**config.mk**
```make
export PLATFORM = sky130hd
export DESIGN_NAME = sdram_arbit
export DESIGN_NICKNAME = d
export VERILOG_FILES = /design/src/rtl/sdram_arbit.sv
export SDC_FILE = /design/constraint.sdc
export NUM_CORES = 1
export LEC_CHECK = 0
export CORE_MARGIN = 3
export CORE_UTILIZATION = 27
export CTS_BUF_LIST = sky130_fd_sc_hd__clkbuf_8
export CTS_CLUSTER_DIAMETER = 150
export CTS_CLUSTER_SIZE = 30
export DETAILED_ROUTE_END_ITERATION = 6
export PLACE_DENSITY = 0.87
export SLEW_MARGIN = 10
export SYNTH_ARGS = -nofsm -noshare
export SYNTH_HDL_FRONTEND = slang
export SYNTH_SLANG_ARGS = --single-unit
```
**constraint.sdc**
```tcl
create_clock -name sys_clk -period 2 [get_ports sys_clk]
set_input_delay 0.3 -clock sys_clk [delete_from_list [all_inputs] [get_ports sys_clk]]
set_output_delay 0.3 -clock sys_clk [all_outputs]
set_load 0.03 [all_outputs]
```
**src/rtl/sdram_arbit.sv**
```systemverilog
// SDRAM command-bus arbiter: hands the bus to init, auto-refresh, write or read engines.
// Optional macro SDRAM_ARBIT_RR_EN alternates write/read when both request at once.
module sdram_arbit #(
  parameter logic [3:0] CMD_NOP = 4'b0111
) (
  input  logic        sys_clk,
  input  logic        sys_rst,
  input  logic        init_done,
  input  logic [3:0]  init_cmd,
  input  logic [1:0]  init_ba,
  input  logic [11:0] init_addr,
  input  logic        ar_req,
  input  logic        ar_end,
  input  logic [3:0]  ar_cmd,
  input  logic [1:0]  ar_ba,
  input  logic [11:0] ar_addr,
  input  logic        wr_req,
  input  logic        wr_end,
  input  logic        wr_sdram_en,
  input  logic [3:0]  wr_cmd,
  input  logic [1:0]  wr_ba,
  input  logic [11:0] wr_addr,
  input  logic [15:0] wr_data,
  input  logic        rd_req,
  input  logic        rd_end,
  input  logic [3:0]  rd_cmd,
  input  logic [1:0]  rd_ba,
  input  logic [11:0] rd_addr,
  output logic        ar_en,
  output logic        wr_en,
  output logic        rd_en,
  output logic        sdram_cke,
  output logic [3:0]  sdram_cmd,
  output logic [1:0]  sdram_ba,
  output logic [11:0] sdram_addr,
  output logic [15:0] sdram_dq_out,
  output logic        sdram_dq_oe
);

  typedef enum logic [2:0] {
    S_INIT  = 3'd0,
    S_ARBIT = 3'd1,
    S_AREF  = 3'd2,
    S_WRITE = 3'd3,
    S_READ  = 3'd4
  } state_t;

  state_t state_q, state_d;
  logic   in_arbit;
  logic   read_first;

`ifdef SDRAM_ARBIT_RR_EN
  typedef enum logic {LG_WRITE = 1'b0, LG_READ = 1'b1} last_grant_t;
  last_grant_t last_grant_q, last_grant_d;

  // On a write/read tie, the engine that did not win last time goes first.
  assign read_first = (last_grant_q == LG_WRITE);

  always_comb begin
    last_grant_d = last_grant_q;
    if (wr_en) last_grant_d = LG_WRITE;
    else if (rd_en) last_grant_d = LG_READ;
  end

  always_ff @(posedge sys_clk or posedge sys_rst) begin
    if (sys_rst) last_grant_q <= LG_READ;
    else         last_grant_q <= last_grant_d;
  end
`else
  assign read_first = 1'b0;
`endif

  assign in_arbit = (state_q == S_ARBIT);
  assign ar_en    = in_arbit && ar_req;
  assign wr_en    = in_arbit && !ar_req && wr_req && !(rd_req && read_first);
  assign rd_en    = in_arbit && !ar_req && rd_req && (!wr_req || read_first);

  // Each busy state returns to ARBIT on its own end, so back-to-back
  // transactions always pass through one ARBIT cycle.
  always_comb begin
    state_d = state_q;
    case (state_q)
      S_INIT:  if (init_done) state_d = S_ARBIT;
      S_ARBIT: begin
        if (ar_en)      state_d = S_AREF;
        else if (wr_en) state_d = S_WRITE;
        else if (rd_en) state_d = S_READ;
      end
      S_AREF:  if (ar_end) state_d = S_ARBIT;
      S_WRITE: if (wr_end) state_d = S_ARBIT;
      S_READ:  if (rd_end) state_d = S_ARBIT;
      default: state_d = S_INIT;
    endcase
  end

  always_ff @(posedge sys_clk or posedge sys_rst) begin
    if (sys_rst) state_q <= S_INIT;
    else         state_q <= state_d;
  end

  always_comb begin
    sdram_cmd   = CMD_NOP;
    sdram_ba    = 2'b11;
    sdram_addr  = 12'hFFF;
    sdram_dq_oe = 1'b0;
    case (state_q)
      S_INIT: begin
        sdram_cmd  = init_cmd;
        sdram_ba   = init_ba;
        sdram_addr = init_addr;
      end
      S_AREF: begin
        sdram_cmd  = ar_cmd;
        sdram_ba   = ar_ba;
        sdram_addr = ar_addr;
      end
      S_WRITE: begin
        sdram_cmd   = wr_cmd;
        sdram_ba    = wr_ba;
        sdram_addr  = wr_addr;
        sdram_dq_oe = wr_sdram_en;
      end
      S_READ: begin
        sdram_cmd  = rd_cmd;
        sdram_ba   = rd_ba;
        sdram_addr = rd_addr;
      end
      default: ;
    endcase
  end

  assign sdram_cke    = 1'b1;
  assign sdram_dq_out = wr_data;

endmodule

```
# == After elaboration in Yosys (flattened, before gate mapping) ==
# Cells that the tools add are included.
# word_totals
ff_bits,3
latch_bits,0
ram_bits,0
mem_bits_ro,0
inputBits,98
out_inout_bits,39
wordCells,31
n_memories,0
# classes
n_addsub,0
mul,0
div,0
order_cmp,0
n_eq_ne,9
n_shift,0
n_mux,12
bitwise,0
n_reduce_logical,9
# ops
operator,count
$pmux 12 s4,1
$mux 3,7
$pmux 4 s4,1
$pmux 3 s5,1
$ne 2x2->1 const B,4
$pmux 2 s4,1
$eq 3x2->1 const B,2
$logic_and 1x1->1,5
$reduce_and 5->1,1
$ne 4x4->1 const B,1
$eq 3x1->1 const B,1
$eq 3x3->1 const B,1
$logic_not 3->1,1
$logic_not 1->1,2
$mux 1,1

# == Depth between registers and ports, before layout ==
# logic_depth
ltp_word,8
ltp_mapped,5
ltp_nobuf,3

# == Worst setup path before layout ==
# No wires, ideal clock.
# synth_timing
path_kind,reg-to-output
from,register state_q[1]
to,output port sdram_addr[4]
t_arrival_ps,1399
required_time_ps,1700
setup_slack_ps,301
stages_incl_launch_ff,6
n_path_buf,3
cell_sequence,dfrtp_1 > buf_6 > nor2b_4 > buf_6 > buf_6 > a22oi_1
# synth_between
elab_chain_len,2
word_cells_on_any_way,5
# synth_lines
element,line_no,rtl
start: declaration,48,"state_t state_q, state_d;"
start signal: assignment,98,else state_q <= state_d;
"$eq 3x3->1, or another cell as far along",106,case (state_q)
$pmux 12 s4 *,106,
end: declaration,35,"output logic [11:0] sdram_addr,"
# Mark *: on every way between the ends. The rest lies on a longest branch, timed or not.

# == Worst setup path after layout ==
# layout_timing
from,register state_q[1]
to,output port sdram_addr[8]
# The elaborated chain is that of the path after synthesis.

==> impl_metrics.toml <==
[placed_design]
gp_congestion = 0.772
dp_hpwl_um = 2680
port_buffers = 103
dp_cells = 239

[flow_run]
cap_violations = 0

[synthesis]
yosys-top-cells-count = "35 x mux2i_1, 21 x buf_4, 17 x a22oi_1, 6 x buf_6, 5 x nor2_1"
synth_top_area_share_pct = 36.5
async_flop_share_pct = 100
yosys.area.top_type = "mux2i_1"
synth_seq_area_share_pct = 7.82
synthMostInstantiatedCell = "mux2i_1"
synth.mux.area_fraction_pct = 37.7
ys_types = 24
yosys_warnings = 0
synth_compound_area_share_pct = 16.7
synth_area_leaders = "mux2i_1 37%, buf_4 16%, a22oi_1 13%"
synth_simple_gate_area_share_pct = 13.2
synth-adder-area-share_pct = 0
syn_avg_cell_area_um2 = 8.57
synth-edff-count = 0
synth_xor_area_share_pct = 0
syn_area_um2 = 960
synthFlopType = "dfrtp_1"
synth_top_family_by_area = "multiplexers"
syn-num-nets = 210
ys_ff_latch = 3
postSynthCellCount = 112

[cts]
htreeDepth = 1
cts.clk_slew.worst_paths_ns = 0.03
cts.sinks = 3
clock_tree.root_cell = "clkbuf_8"
clockBufferDepth = 2
clock_latency_ns = 0.21
ctsResizeCount = 0
cts_buffers = 3
hold_buffers = 0
cts_tree = "built"
cts_setup_buffers = 0

[sta]
tns_ns = 0
post-route-min-period_ns = 1.87
finalSetupViolCount = 0
fmax_mhz = 534
skew_ns = 0.000297
fin_crit_sh_pct = 93.6
drv_slew = 0
rsz0062_at_grt = "no"
final_hold_viol_count = 0

[drt]
wl_per_cell_um = 13.4
vias = 1147
drtIter0Drc = 16
wirelength_um = 3270
firstDrtPassIters = 6
route.detailed.vias_per_inst = 4.72
drcViolationCount = 0
ant_nets = 0

[floorplanning]
boundaryPins = 137
die_width_um = 65.6
die_h_um = 65.6
rows = 21
fp.coreArea_mm2 = 0.00339
start_util_pct = 28.3
die_area_mm2 = 0.00431

[final_layout]
largest_register_ffs = 3
reg_top3 = "state_q x3"
drive_gt1_share_pct = 16.8
nets = 296
fin_util_pct = 55.0
stdcell_count = 243
fillers = 318
multi_input_area_um2 = 652
area_growth_pct = 94.1
register_area_um2 = 75.1
diodes = 0
regMostFlops = "state_q"

[setup_path]
worst_setup_path_start_kind = "flip-flop"
reg2reg_setup_slack_ns = 0.72
cp_max_fo = 10
slowest_delay_ns = 0.54
cpMaxStageDelayCell = "dfrtp_1"
path_delay_family = "flip-flops"
worstSetupEndpointType = "output pin"
path_buf_inv = 2
timing_worst_setup_path_type = "reg -> out"
critical_path_required_ns = 1.70
crit_chain = "nor2b_4 -> buf_12 -> a22oi_1 -> buf_4"
worstPathArrival_ns = 1.57

[run_status]
status = "finished, final reports clean"

[grt]
antenna_found_initial = 0
grt_use_total_pct = 13.6
grt_pass1_vias = 1078
grt_pass1_wl_um = 4600
grt_max_degree = 20
grt_overflow_total = 0

[power_and_ir_drop]
leakagePower_nw = 0.766
powerDensity_mw_per_mm2 = 1070
peakVddDrop_mv = 0.499

[worst_hold_path]
hold_class = "in -> async"
[through the flow]
| stage | hold slack (ns) | total power (W) | instance area [um^2] | setup WS [ns] |
|---|---|---|---|---|
| after floorplan | 0.0536 | 0.00136 | 960 | 0.301 |
| after global placement | 0.476 | 0.00182 | 1820 | 0.352 |
| after detailed placement | 0.485 | 0.00185 | 1820 | 0.352 |
| after CTS | 0.258 | 0.00203 | 1860 | 0.126 |
| after global routing | 0.289 | 0.00212 | 1860 | 0.0477 |
| final | 0.255 | 0.00200 | 1860 | 0.128 |
[final timing paths]
| path | depth (start not counted) | startpoint | endpoint |
|---|---|---|---|
| max | 4 | state_q[1] | sdram_addr[8] |
| max reg2reg | 3 | state_q[0] | state_q[1] |
| min reg2reg | 1 | state_q[1] | state_q[2] |
| max in group asynchronous | 2 | sys_rst | state_q[2] |
| min | 2 | sys_rst | state_q[0] |
| min in group sys_clk | 0 | wr_data[7] | sdram_dq_out[7] |
[cell usage in the layout (no fill, tap or decap), types with 2 or more instances in the layout]
master and instances:
nand2b_1 2, mux2i_1 35, buf_4 26, clkdlybuf4s50_1 81
dfrtp_1 3, nor2b_1 2, a22oi_1 17, nor2_1 5
and3_1 3, clkbuf_8 3, nand3_1 3, inv_1 3
[routing by layer]
metal	global-route usage [%]	wire length, um
met5	0	0
met4	4.92	21
met3	3.93	401
met2	25.0	1560
met1	14.4	1280
[cell families after synthesis]
kind of cell    count (synthesis)
mux                            36
buf+inv                        29
compound gates                 22
simple gates                   21
flops                           3
other cells                     1
[area by class of cell]
| type | instances | area share [%] |
|---|---|---|
| Multi-Input combinational cell | 80 | 35.0 |
| Clock buffer | 3 | 2.22 |
| Timing Repair Buffer | 108 | 55.1 |
| Inverter | 2 | 0.403 |
| Tap cell | 46 | 3.09 |
| Sequential cell | 3 | 4.03 |
| Clock inverter | 1 | 0.201 |
[worst reg2reg max path, stage by stage, from the launching register on]
cell,delay (ns)
dfrtp_1,0.43
buf_4,0.26
or3b_1,0.37
a21oi_1,0.15
[report_power, final]
part           internal, W  switching, W  total (W)
clock             0.000131     0.0000393   0.000170
combinational     0.000754      0.000946    0.00170
sequential       0.0000829     0.0000487   0.000132
total             0.000968       0.00103    0.00200
Note: power is estimated with default switching activity, not from simulation.
